**src/rtl/output_buffer.sv**
```systemverilog
// rtl/output_buffer.sv - memory-mapped LED/HEX/LCD output registers; OUTPUT_BUFFER_HEXDEC_EN enables the HEX nibble decoder
module output_buffer #(
    parameter logic [15:0] BASE_ADDR = 16'h7000
) (
    input  logic        i_clk,
    input  logic        i_rst,
    input  logic [15:0] i_addr,
    input  logic        i_st_en,
    input  logic [1:0]  i_st_size,
    input  logic [31:0] i_st_data,
    output logic [31:0] o_ld_data,
    output logic [31:0] o_io_ledr,
    output logic [31:0] o_io_ledg,
    output logic [55:0] o_io_hex,
    output logic [31:0] o_io_lcd,
    output logic        o_misalign
);

    logic [31:0] ledr_q, ledr_d;
    logic [31:0] ledg_q, ledg_d;
    logic [31:0] hexlo_q, hexlo_d;
    logic [31:0] hexhi_q, hexhi_d;
    logic [31:0] lcd_q, lcd_d;
    logic [31:0] ld_data_q, ld_data_d;
    logic        misalign_q, misalign_d;

    logic [15:0] offset;
    logic        sel_ledr, sel_ledg, sel_hexlo, sel_hexhi, sel_lcd, mapped;
    logic [1:0]  lane;
    logic [3:0]  byte_en;
    logic        legal;
    logic [31:0] wdata;
    logic        wr;
    logic [31:0] rdata;

    // Offsets below BASE_ADDR wrap to large values and fall out of every range.
    assign offset    = i_addr - BASE_ADDR;
    assign sel_ledr  = (offset[15:4] == 12'h000);
    assign sel_ledg  = (offset[15:4] == 12'h001);
    assign sel_hexlo = (offset[15:2] == 14'h0008);
    assign sel_hexhi = (offset[15:2] == 14'h0009);
    assign sel_lcd   = (offset[15:4] == 12'h003);
    assign mapped    = sel_ledr | sel_ledg | sel_hexlo | sel_hexhi | sel_lcd;
    assign lane      = i_addr[1:0];

    always_comb begin
        byte_en = 4'b0000;
        legal   = 1'b0;
        wdata   = i_st_data;
        case (i_st_size)
            2'b00: begin
                legal   = 1'b1;
                byte_en = 4'b0001 << lane;
                wdata   = {4{i_st_data[7:0]}};
            end
            2'b01: begin
                legal   = ~lane[0];
                byte_en = 4'b0011 << lane;
                wdata   = {2{i_st_data[15:0]}};
            end
            2'b10: begin
                legal   = (lane == 2'b00);
                byte_en = 4'b1111;
            end
            default: begin
                legal   = 1'b0;
                byte_en = 4'b0000;
            end
        endcase
    end

    assign wr = i_st_en & mapped & legal;

    function automatic logic [31:0] merge(input logic [31:0] old, input logic [3:0] be,
                                          input logic [31:0] wd);
        logic [31:0] res;
        for (int b = 0; b < 4; b++)
            res[8*b +: 8] = be[b] ? wd[8*b +: 8] : old[8*b +: 8];
        return res;
    endfunction

    always_comb begin
        rdata = 32'h0;
        if (sel_ledr)  rdata = ledr_q;
        if (sel_ledg)  rdata = ledg_q;
        if (sel_hexlo) rdata = hexlo_q;
        if (sel_hexhi) rdata = hexhi_q;
        if (sel_lcd)   rdata = lcd_q;
    end

    // Readback samples the pre-write register, so a same-cycle store is not forwarded.
    always_comb begin
        ledr_d     = (wr && sel_ledr)  ? merge(ledr_q,  byte_en, wdata) : ledr_q;
        ledg_d     = (wr && sel_ledg)  ? merge(ledg_q,  byte_en, wdata) : ledg_q;
        hexlo_d    = (wr && sel_hexlo) ? merge(hexlo_q, byte_en, wdata) : hexlo_q;
        hexhi_d    = (wr && sel_hexhi) ? merge(hexhi_q, byte_en, wdata) : hexhi_q;
        lcd_d      = (wr && sel_lcd)   ? merge(lcd_q,   byte_en, wdata) : lcd_q;
        ld_data_d  = rdata;
        misalign_d = i_st_en & mapped & ~legal;
    end

    always_ff @(posedge i_clk) begin
        if (i_rst) begin
            ledr_q     <= 32'h0;
            ledg_q     <= 32'h0;
            hexlo_q    <= 32'h0;
            hexhi_q    <= 32'h0;
            lcd_q      <= 32'h0;
            ld_data_q  <= 32'h0;
            misalign_q <= 1'b0;
        end else begin
            ledr_q     <= ledr_d;
            ledg_q     <= ledg_d;
            hexlo_q    <= hexlo_d;
            hexhi_q    <= hexhi_d;
            lcd_q      <= lcd_d;
            ld_data_q  <= ld_data_d;
            misalign_q <= misalign_d;
        end
    end

    assign o_ld_data  = ld_data_q;
    assign o_io_ledr  = ledr_q;
    assign o_io_ledg  = ledg_q;
    assign o_io_lcd   = lcd_q;
    assign o_misalign = misalign_q;

`ifdef OUTPUT_BUFFER_HEXDEC_EN
    function automatic logic [6:0] seg7(input logic [3:0] nib);
        logic [6:0] s;
        case (nib)
            4'h0: s = 7'h40;
            4'h1: s = 7'h79;
            4'h2: s = 7'h24;
            4'h3: s = 7'h30;
            4'h4: s = 7'h19;
            4'h5: s = 7'h12;
            4'h6: s = 7'h02;
            4'h7: s = 7'h78;
            4'h8: s = 7'h00;
            4'h9: s = 7'h10;
            4'hA: s = 7'h08;
            4'hB: s = 7'h03;
            4'hC: s = 7'h46;
            4'hD: s = 7'h21;
            4'hE: s = 7'h06;
            default: s = 7'h0E;
        endcase
        return s;
    endfunction

    // Reset registers hold 0, which decodes to the "0" glyph on every digit.
    always_comb begin
        o_io_hex = 56'h0;
        for (int n = 0; n < 4; n++) begin
            o_io_hex[7*n +: 7]     = seg7(hexlo_q[8*n +: 4]);
            o_io_hex[7*(n+4) +: 7] = seg7(hexhi_q[8*n +: 4]);
        end
    end
`else
    always_comb begin
        o_io_hex = 56'h0;
        for (int n = 0; n < 4; n++) begin
            o_io_hex[7*n +: 7]     = hexlo_q[8*n +: 7];
            o_io_hex[7*(n+4) +: 7] = hexhi_q[8*n +: 7];
        end
    end
`endif

endmodule

```
**config.mk**
```make
export PLATFORM = sky130hd
export DESIGN_NAME = output_buffer
export DESIGN_NICKNAME = d
export VERILOG_FILES = /design/src/rtl/output_buffer.sv
export SDC_FILE = /design/constraint.sdc
export NUM_CORES = 1
export LEC_CHECK = 0
export CORE_MARGIN = 2
export CORE_UTILIZATION = 50
export DETAILED_ROUTE_END_ITERATION = 8
export GPL_TIMING_DRIVEN = 0
export PLACE_DENSITY = 0.77
export SYNTH_ARGS = -nofsm -noshare
export SYNTH_HDL_FRONTEND = slang
export SYNTH_SLANG_ARGS = --single-unit
```
**constraint.sdc**
```tcl
create_clock -name i_clk -period 2.2 [get_ports i_clk]
set_input_delay 0.22 -clock i_clk [delete_from_list [all_inputs] [get_ports i_clk]]
set_output_delay 0.22 -clock i_clk [all_outputs]
set_load 0.1 [all_outputs]
```
==> summary.md, run 1 <==
| Metric | Value |
|---|---|
| Top cells by area, synth | dfxtp_1 (41%), mux2i_1 (22%), nand2b_1 (12%) |
| CP peak stage delay | 560 ps |
| Nets@finish | 1209 |
| Crit share post-route | 101% |
| Hold-fix buffer count after cts | 0 |
| Min-delay src | hexhi_q[31] |
| Status | finished, violations left |
| Gr ovfl total | 0 |
| Critical Path Start Type | primary input |
| Worst EP arrival | 2540 ps |
| Final Critical Period | 2220 ps |
| Clock Sinks | 193 |
| Crit end category | register |
| Reg clk slew, reported paths | 70 ps |
| Root Driver | clkbuf_16 |
| Post-synth EDFFs | 0 |
| Synthesized flop and latch total | 193 |
| N_diodes | 0 |
| Hold Crit Depth | 2 |
| DR vias | 7786 |
| Critical Path Fanout Max | 10 |
| Post-layout util | 70.3% |
| Detailed Routing Iterations Pass 1 | 5 |
| WP data required | 2520 ps |
| Achievable Freq | 0.450 GHz |
| Slew HR | 29.7% |
| FF-to-FF setup slack | 1100 ps |
| Power per Cell Area | 558 nW/um^2 |
| Max rail drop VDD | 0.581 mV |
| Total CTS buffers | 17 |
| Largest net degree at the start of global routing | 20 |
| Num ports | 238 |
| FF+latch area | 3860 um^2 |
| Critical-path cell list | clkdlybuf4s50_1 -> or3b_2 -> nor4_2 -> buf_4 -> nand3_2 -> mux2i_1 |
| Final ANT Viol Nets | 0 |
| Area added between synthesis and finish | 36.8% |
| Worst Tran Pin Value | 1050 ps |
| Mapped cell area | 9330 um^2 |
| Post-synthesis async set-or-reset flop share | 0% |
| Number of global-route vias before repair | 7443 |
| Initial antenna violation count | 1 |
| Dominant cell type by area after synthesis | dfxtp_1 |
| Final hold viol count | 0 |
| GPL Wtd Cong | 0.868 |
| Area of the multi-input gates | 4840 um^2 |
| Worst Hold Class | reg2reg |
| Post-Syn Nets | 943 |
| Tot Pwr | 7.13 mW |
| GRT Overall Usage | 29.8% |
| Die ar. | 19800 um^2 |
| Critical R2R Launch | o_io_ledr[0] |
| Layout cells sized above 1 | 15.9% |
| Maxcap violations | 0 |
| Final setup vio count | 9 |
| Buf/Inv on CP | 2 |
| Port bufs | 237 |
| Clk Latency, worst-skew pair | 440 ps |
| Leak | 6.82 nW |
| H-tree depth | 4 |
| Post-synth cell types | 39 |
| Reg-to-Reg End | o_ld_data[0] |
| DR iter-0 viols | 630 |
| Failing checks | negative setup slack |
| Detailed Route WL | 30.1 mm |
| First-pass GRT wire length | 45.0 mm |
| CTS tree | built |
| Initial core utilization | 51.4% |
| Routed len/inst | 21.5 um |
| CP Class | in2reg |
| Fillers | 1463 |
| Worst Reg-to-Reg Cells | 3 |
| Rows | 49 |
| Vias per cell | 5.57 |
| RSZ-0062 raised after global routing | true |
| Core Area | 18100 um^2 |
| Hold Path End | hexhi_q[31] |
| Final Max Tran Viols | 0 |
| Slowest-stage cell, CP | or3b_2 |
| Delay-heaviest family, CP | simple AND/OR/NAND/NOR gates |
| Post-synth top area share | 41.4% |
| Post-Syn Area per Cell | 10.5 um^2 |
| Final Skew | 7.37 ps |
| Number of remaining DRC errors | 0 |
| Syn Inst Count | 890 |
| Synth Warn # | 0 |
| Die width | 141 um |
| Ys flop type | dfxtp_1 |
| Post-synthesis sequential area ratio | 41.4% |
| Final HPWL DP | 21.3 mm |
| PnR worst setup slack | -21.8 ps |
| Clk buf depth | 2 |
| Die H | 141 um |
-- how the worst max path moves through the flow --
stage | slack (ps) | cells past startpoint | from | endpoint
final | -20 | 6 | i_addr[7] | o_io_ledr[19]
after global routing | -110 | 6 | i_addr[7] | o_io_ledr[6]
after CTS | 1 | 8 | i_addr[4] | o_ld_data[8]
after detailed placement | -780 | 6 | i_addr[5] | o_ld_data[14]
after global placement | -760 | 6 | i_addr[5] | o_ld_data[10]
after floorplan | 320 | 5 | i_addr[9] | o_io_ledr[24]
-- report_power, final --
| part | total, mW | leakage [nW] | switching (mW) | internal [mW] |
|---|---|---|---|---|
| clock network | 3.13 | 0.288 | 1.52 | 1.62 |
| logic | 0.504 | 4.98 | 0.292 | 0.213 |
| registers | 3.49 | 1.55 | 0.0000150 | 3.49 |
-- cell usage after synthesis (10+ instances only) --
library cell  count
dfxtp_1         193
o22ai_1          32
mux2i_1         208
o21ai_0          18
nand2b_1        179
buf_4            59
nand2_1          18
clkbuf_1         40
a22oi_1          32
mux2_2           32
nand4_4          10
-- cell families after synthesis --
logic type / after synthesis / share of synthesized area (%)
AOI/OAI and AO/OA: 94 / 6.65
buffers and inverters: 112 / 7.00
DFF: 193 / 41.4
and+or+nand+nor: 251 / 18.8
muxes: 240 / 26.2
-- through the flow --
| stage | setup slack [ps] | setup TNS, ps | instance area, um^2 | hold slack (ps) | std cells |
|---|---|---|---|---|---|
| finish | -21.8 | -121 | 12800 | 485 | 1398 |
| CTS | 1.38 | 0 | 12600 | 484 | 1391 |
| global route | -111 | -3180 | 12800 | 497 | 1398 |
| floorplan | 317 | 0 | 9330 | 452 | 890 |
| detailed placement | -780 | -93210 | 12000 | 474 | 1356 |
| global placement | -764 | -90110 | 12000 | 461 | 1356 |
-- cells in the final DEF, fill, tap and decap left out, types with 2 or more instances in the layout --
cell	instances
and3_1	3
mux2_2	32
buf_2	4
nor4_2	2
or3b_2	3
a21o_1	8
nor2_1	4
o22ai_1	32
nand4_4	10
buf_6	3
clkbuf_16	17
dlygate4sd2_1	77
clkbuf_1	35
clkbuf_2	5
nand2b_1	179
mux2i_1	208
inv_6	8
or2_2	9
buf_4	70
buf_1	2
o21ai_0	18
dfxtp_1	193
clkdlybuf4s50_1	109
nand3_2	8
clkinv_8	2
a22oi_1	32
nand2_1	18
dlymetal6s2s_1	51
-- flip-flops by register name (all words and copies together) (netlist names) --
name / flops
hexhi_q: 32
hexlo_q: 32
o_io_lcd: 32
o_io_ledg: 32
o_io_ledr: 32
o_ld_data: 32
o_misalign: 1
-- layout make-up --
| cell class | instances | area share [%] |
|---|---|---|
| Tap cell | 229 | 2.25 |
| Sequential cell | 193 | 30.3 |
| Clock inverter | 15 | 1.29 |
| Inverter | 1 | 0.0294 |
| Timing Repair Buffer | 247 | 19.5 |
| Multi-Input combinational cell | 585 | 37.9 |
| Clock buffer | 17 | 3.33 |
| Buffer | 111 | 5.35 |
-- layer usage --
layer  share of wire [%]  vias up  track usage (%)  routed length, um
met5               0.043        -                0                 13
met4                 2.3        2             8.84                700
met3                 6.9       55             4.52               2090
met2                  46      347             49.0              14000
met1                  44     3779             40.8              13300
li1                    -     3603                -                  -
-- timing repair --
item / CTS / global route
setup buffers: 3 / 7
gates resized for setup: 93 / 58
pin swaps: 1 / 2
endpoints found under the hold margin: 0 / 0
endpoints found under the setup margin: 171 / 203
-- worst register-to-register path, stage by stage, from the launching register on --
cell     delay (ps)
dfxtp_1         340
mux2_2          260
a22oi_1         200
o22ai_1         150
(Power assumes the default switching activity.)
==> run 2: changes to the inputs <==
--- a/config.mk
+++ b/config.mk
@@ -5,8 +5,10 @@
 export SDC_FILE = /design/constraint.sdc
 export NUM_CORES = 1
 export LEC_CHECK = 0
-export CORE_MARGIN = 2
+export CORE_ASPECT_RATIO = 0.5
+export CORE_MARGIN = 3
 export CORE_UTILIZATION = 50
+export CTS_CLUSTER_DIAMETER = 30
 export DETAILED_ROUTE_END_ITERATION = 8
 export GPL_TIMING_DRIVEN = 0
 export PLACE_DENSITY = 0.77
==> summary.md, run 2 (synthesized netlist as in run 1, its figures left out) <==
| Metric | Value |
|---|---|
| DR vias | 7869 |
| P_sw | 1.77 mW |
| Clk Latency, worst-skew pair | 440 ps |
| Area added between synthesis and finish | 37.5% |
| GRT Overall Usage | 29.9% |
| Reg-to-Reg End | o_ld_data[5] |
| Port bufs | 237 |
| Setup TNS | 0 ps |
| H-tree depth | 4 |
| Initial antenna violation count | 0 |
| Final Skew | 8.10 ps |
| Final Max Tran Viols | 0 |
| Total CTS buffers | 17 |
| FF-to-FF setup slack | 1130 ps |
| Worst EP arrival | 1970 ps |
| Clk buf depth | 2 |
| Gr ovfl total | 0 |
| Final ANT Viol Nets | 0 |
| Final Critical Period | 2190 ps |
| Critical path launch point | o_io_ledr[5] |
| Final hold viol count | 0 |
| Most frequent cells in the layout | mux2i_1 (208), dfxtp_1 (193), nand2b_1 (179) |
| CP Depth | 1 |
| Buf/Inv on CP | 1 |
| FF+latch area | 3860 um^2 |
| Critical Path Fanout Max | 3 |
| Detailed Route WL | 31.3 mm |
| Slowest-stage cell, CP | clkdlybuf4s50_1 |
| Setup crit end | o_io_ledr[5] |
| Root Driver | clkbuf_16 |
| Clock share of power | 45.0% |
| DR iter-0 viols | 636 |
| Critical R2R Launch | o_io_ledr[5] |
| Number of global-route vias before repair | 7848 |
| Layout cells sized above 1 | 15.8% |
| Power per Cell Area | 568 nW/um^2 |
| Hold WS | 490 ps |
| Final HPWL DP | 22.4 mm |
| Core Area | 17800 um^2 |
| Critical-path cell list | clkdlybuf4s50_1 |
| Num ports | 238 |
| Initial core utilization | 52.3% |
| Status | finished clean |
| Routed len/inst | 22.4 um |
| Reg clk slew, reported paths | 80 ps |
| Max rail drop VDD | 0.596 mV |
| Clock Sinks | 193 |
| CP peak stage delay | 1150 ps |
| Worst Reg-to-Reg Cells | 3 |
| Nets@finish | 1206 |
| Fillers | 1355 |
| Delay-heaviest family, CP | buffers and inverters |
| Internal | 5.51 mW |
| Final setup vio count | 0 |
| Crit share post-route | 99.5% |
| CTS tree | built |
| First-pass GRT wire length | 46.0 mm |
| Detailed Routing Iterations Pass 1 | 5 |
| Slew HR | 27.2% |
| Rows | 34 |
| Maxcap violations | 0 |
| WP data required | 1980 ps |
| Die H | 103 um |
| Vias per cell | 5.62 |
| Largest net degree at the start of global routing | 18 |
| Most common cell after layout, fill and taps aside | mux2i_1 |
| Crit end category | output pin |
| Die width | 199 um |
| CP Class | reg2out |
| Area of the multi-input gates | 4930 um^2 |
| Switching part of the total power | 24.3% |
| Achievable Freq | 0.457 GHz |
| Number of remaining DRC errors | 0 |
| Worst Hold Class | reg2reg |
| GPL Wtd Cong | 0.954 |
| Die ar. | 20400 um^2 |
| Critical Path Start Type | register |
| Leak | 6.93 nW |
| Sequential share of power | 47.9% |
| Logic gate share of total power | 7.0% |
| Worst Tran Pin Value | 1080 ps |
==> run 2: cell count changes in the layout (fill, tap and decap cells not counted), sizes merged, moves of 3 or more <==
cell           previous run  this run
buf                      80        76
clkdlybuf4s50           109        89
clkinvlp                  1         4
dlygate4sd2              77        95
inv                      10         5
==> run 2: metal layers <==
layer / track usage (%) / share of wire [%]
met1: 40.8 / 45
met3: 6.27 / 6.8
met4: 9.92 / 2.1
met5: 0 / 0
met2: 47.8 / 46
==> run 2: area by class of cell <==
cell class,count,share of cell area [%]
diodes,1,0.0195
plain buffers,111,5.39
clock buffers,18,3.35
clock inverters,14,1.39
inverters,1,0.0293
multi-input cells,585,38.4
flip-flops and latches,193,30.1
well taps,234,2.28
repair buffers,244,19.0
==> run 2: power by group through the flow <==
stage                     clock network [mW]  registers [mW]  logic, mW
final                                   3.28            3.49      0.512
after floorplan                            0            3.57      0.245
after global placement                     0            3.57      0.472
after detailed placement                   0            3.57      0.480
after global routing                    3.43            3.49      0.531
after CTS                               3.29            3.49      0.486
==> run 2: repair_timing <==
item                                    in CTS  in global routing
pin swaps                                    1                  1
buffers inserted                             3                  3
resized for setup                          105                 85
gates cloned                                 0                  1
endpoints found under the setup margin     188                222
hold buffers                                 0                  0
==> run 2: how the worst min path moves through the flow <==
stage,from,to,cells past startpoint
floorplan,hexhi_q[7],hexhi_q[7],2
global placement,hexhi_q[23],hexhi_q[23],2
detailed placement,hexlo_q[15],hexlo_q[15],2
CTS,hexlo_q[23],hexlo_q[23],2
global route,hexlo_q[15],hexlo_q[15],2
finish,hexlo_q[15],hexlo_q[15],2
==> run 2: stage by stage <==
step           worst slack [ps]  power [mW]  cells  instance area (um^2)  util [%]
6_report                   11.8        7.28   1401                 12800      72.0
3_3_place_gp               -820        4.04   1361                 12000      67.3
5_1_grt                   -27.4        7.45   1400                 12800      72.0
2_1_floorplan               317        3.82    890                  9330         -
3_5_place_dp               -896        4.05   1361                 12000      67.3
4_1_cts                   -5.33        7.26   1396                 12500      70.4
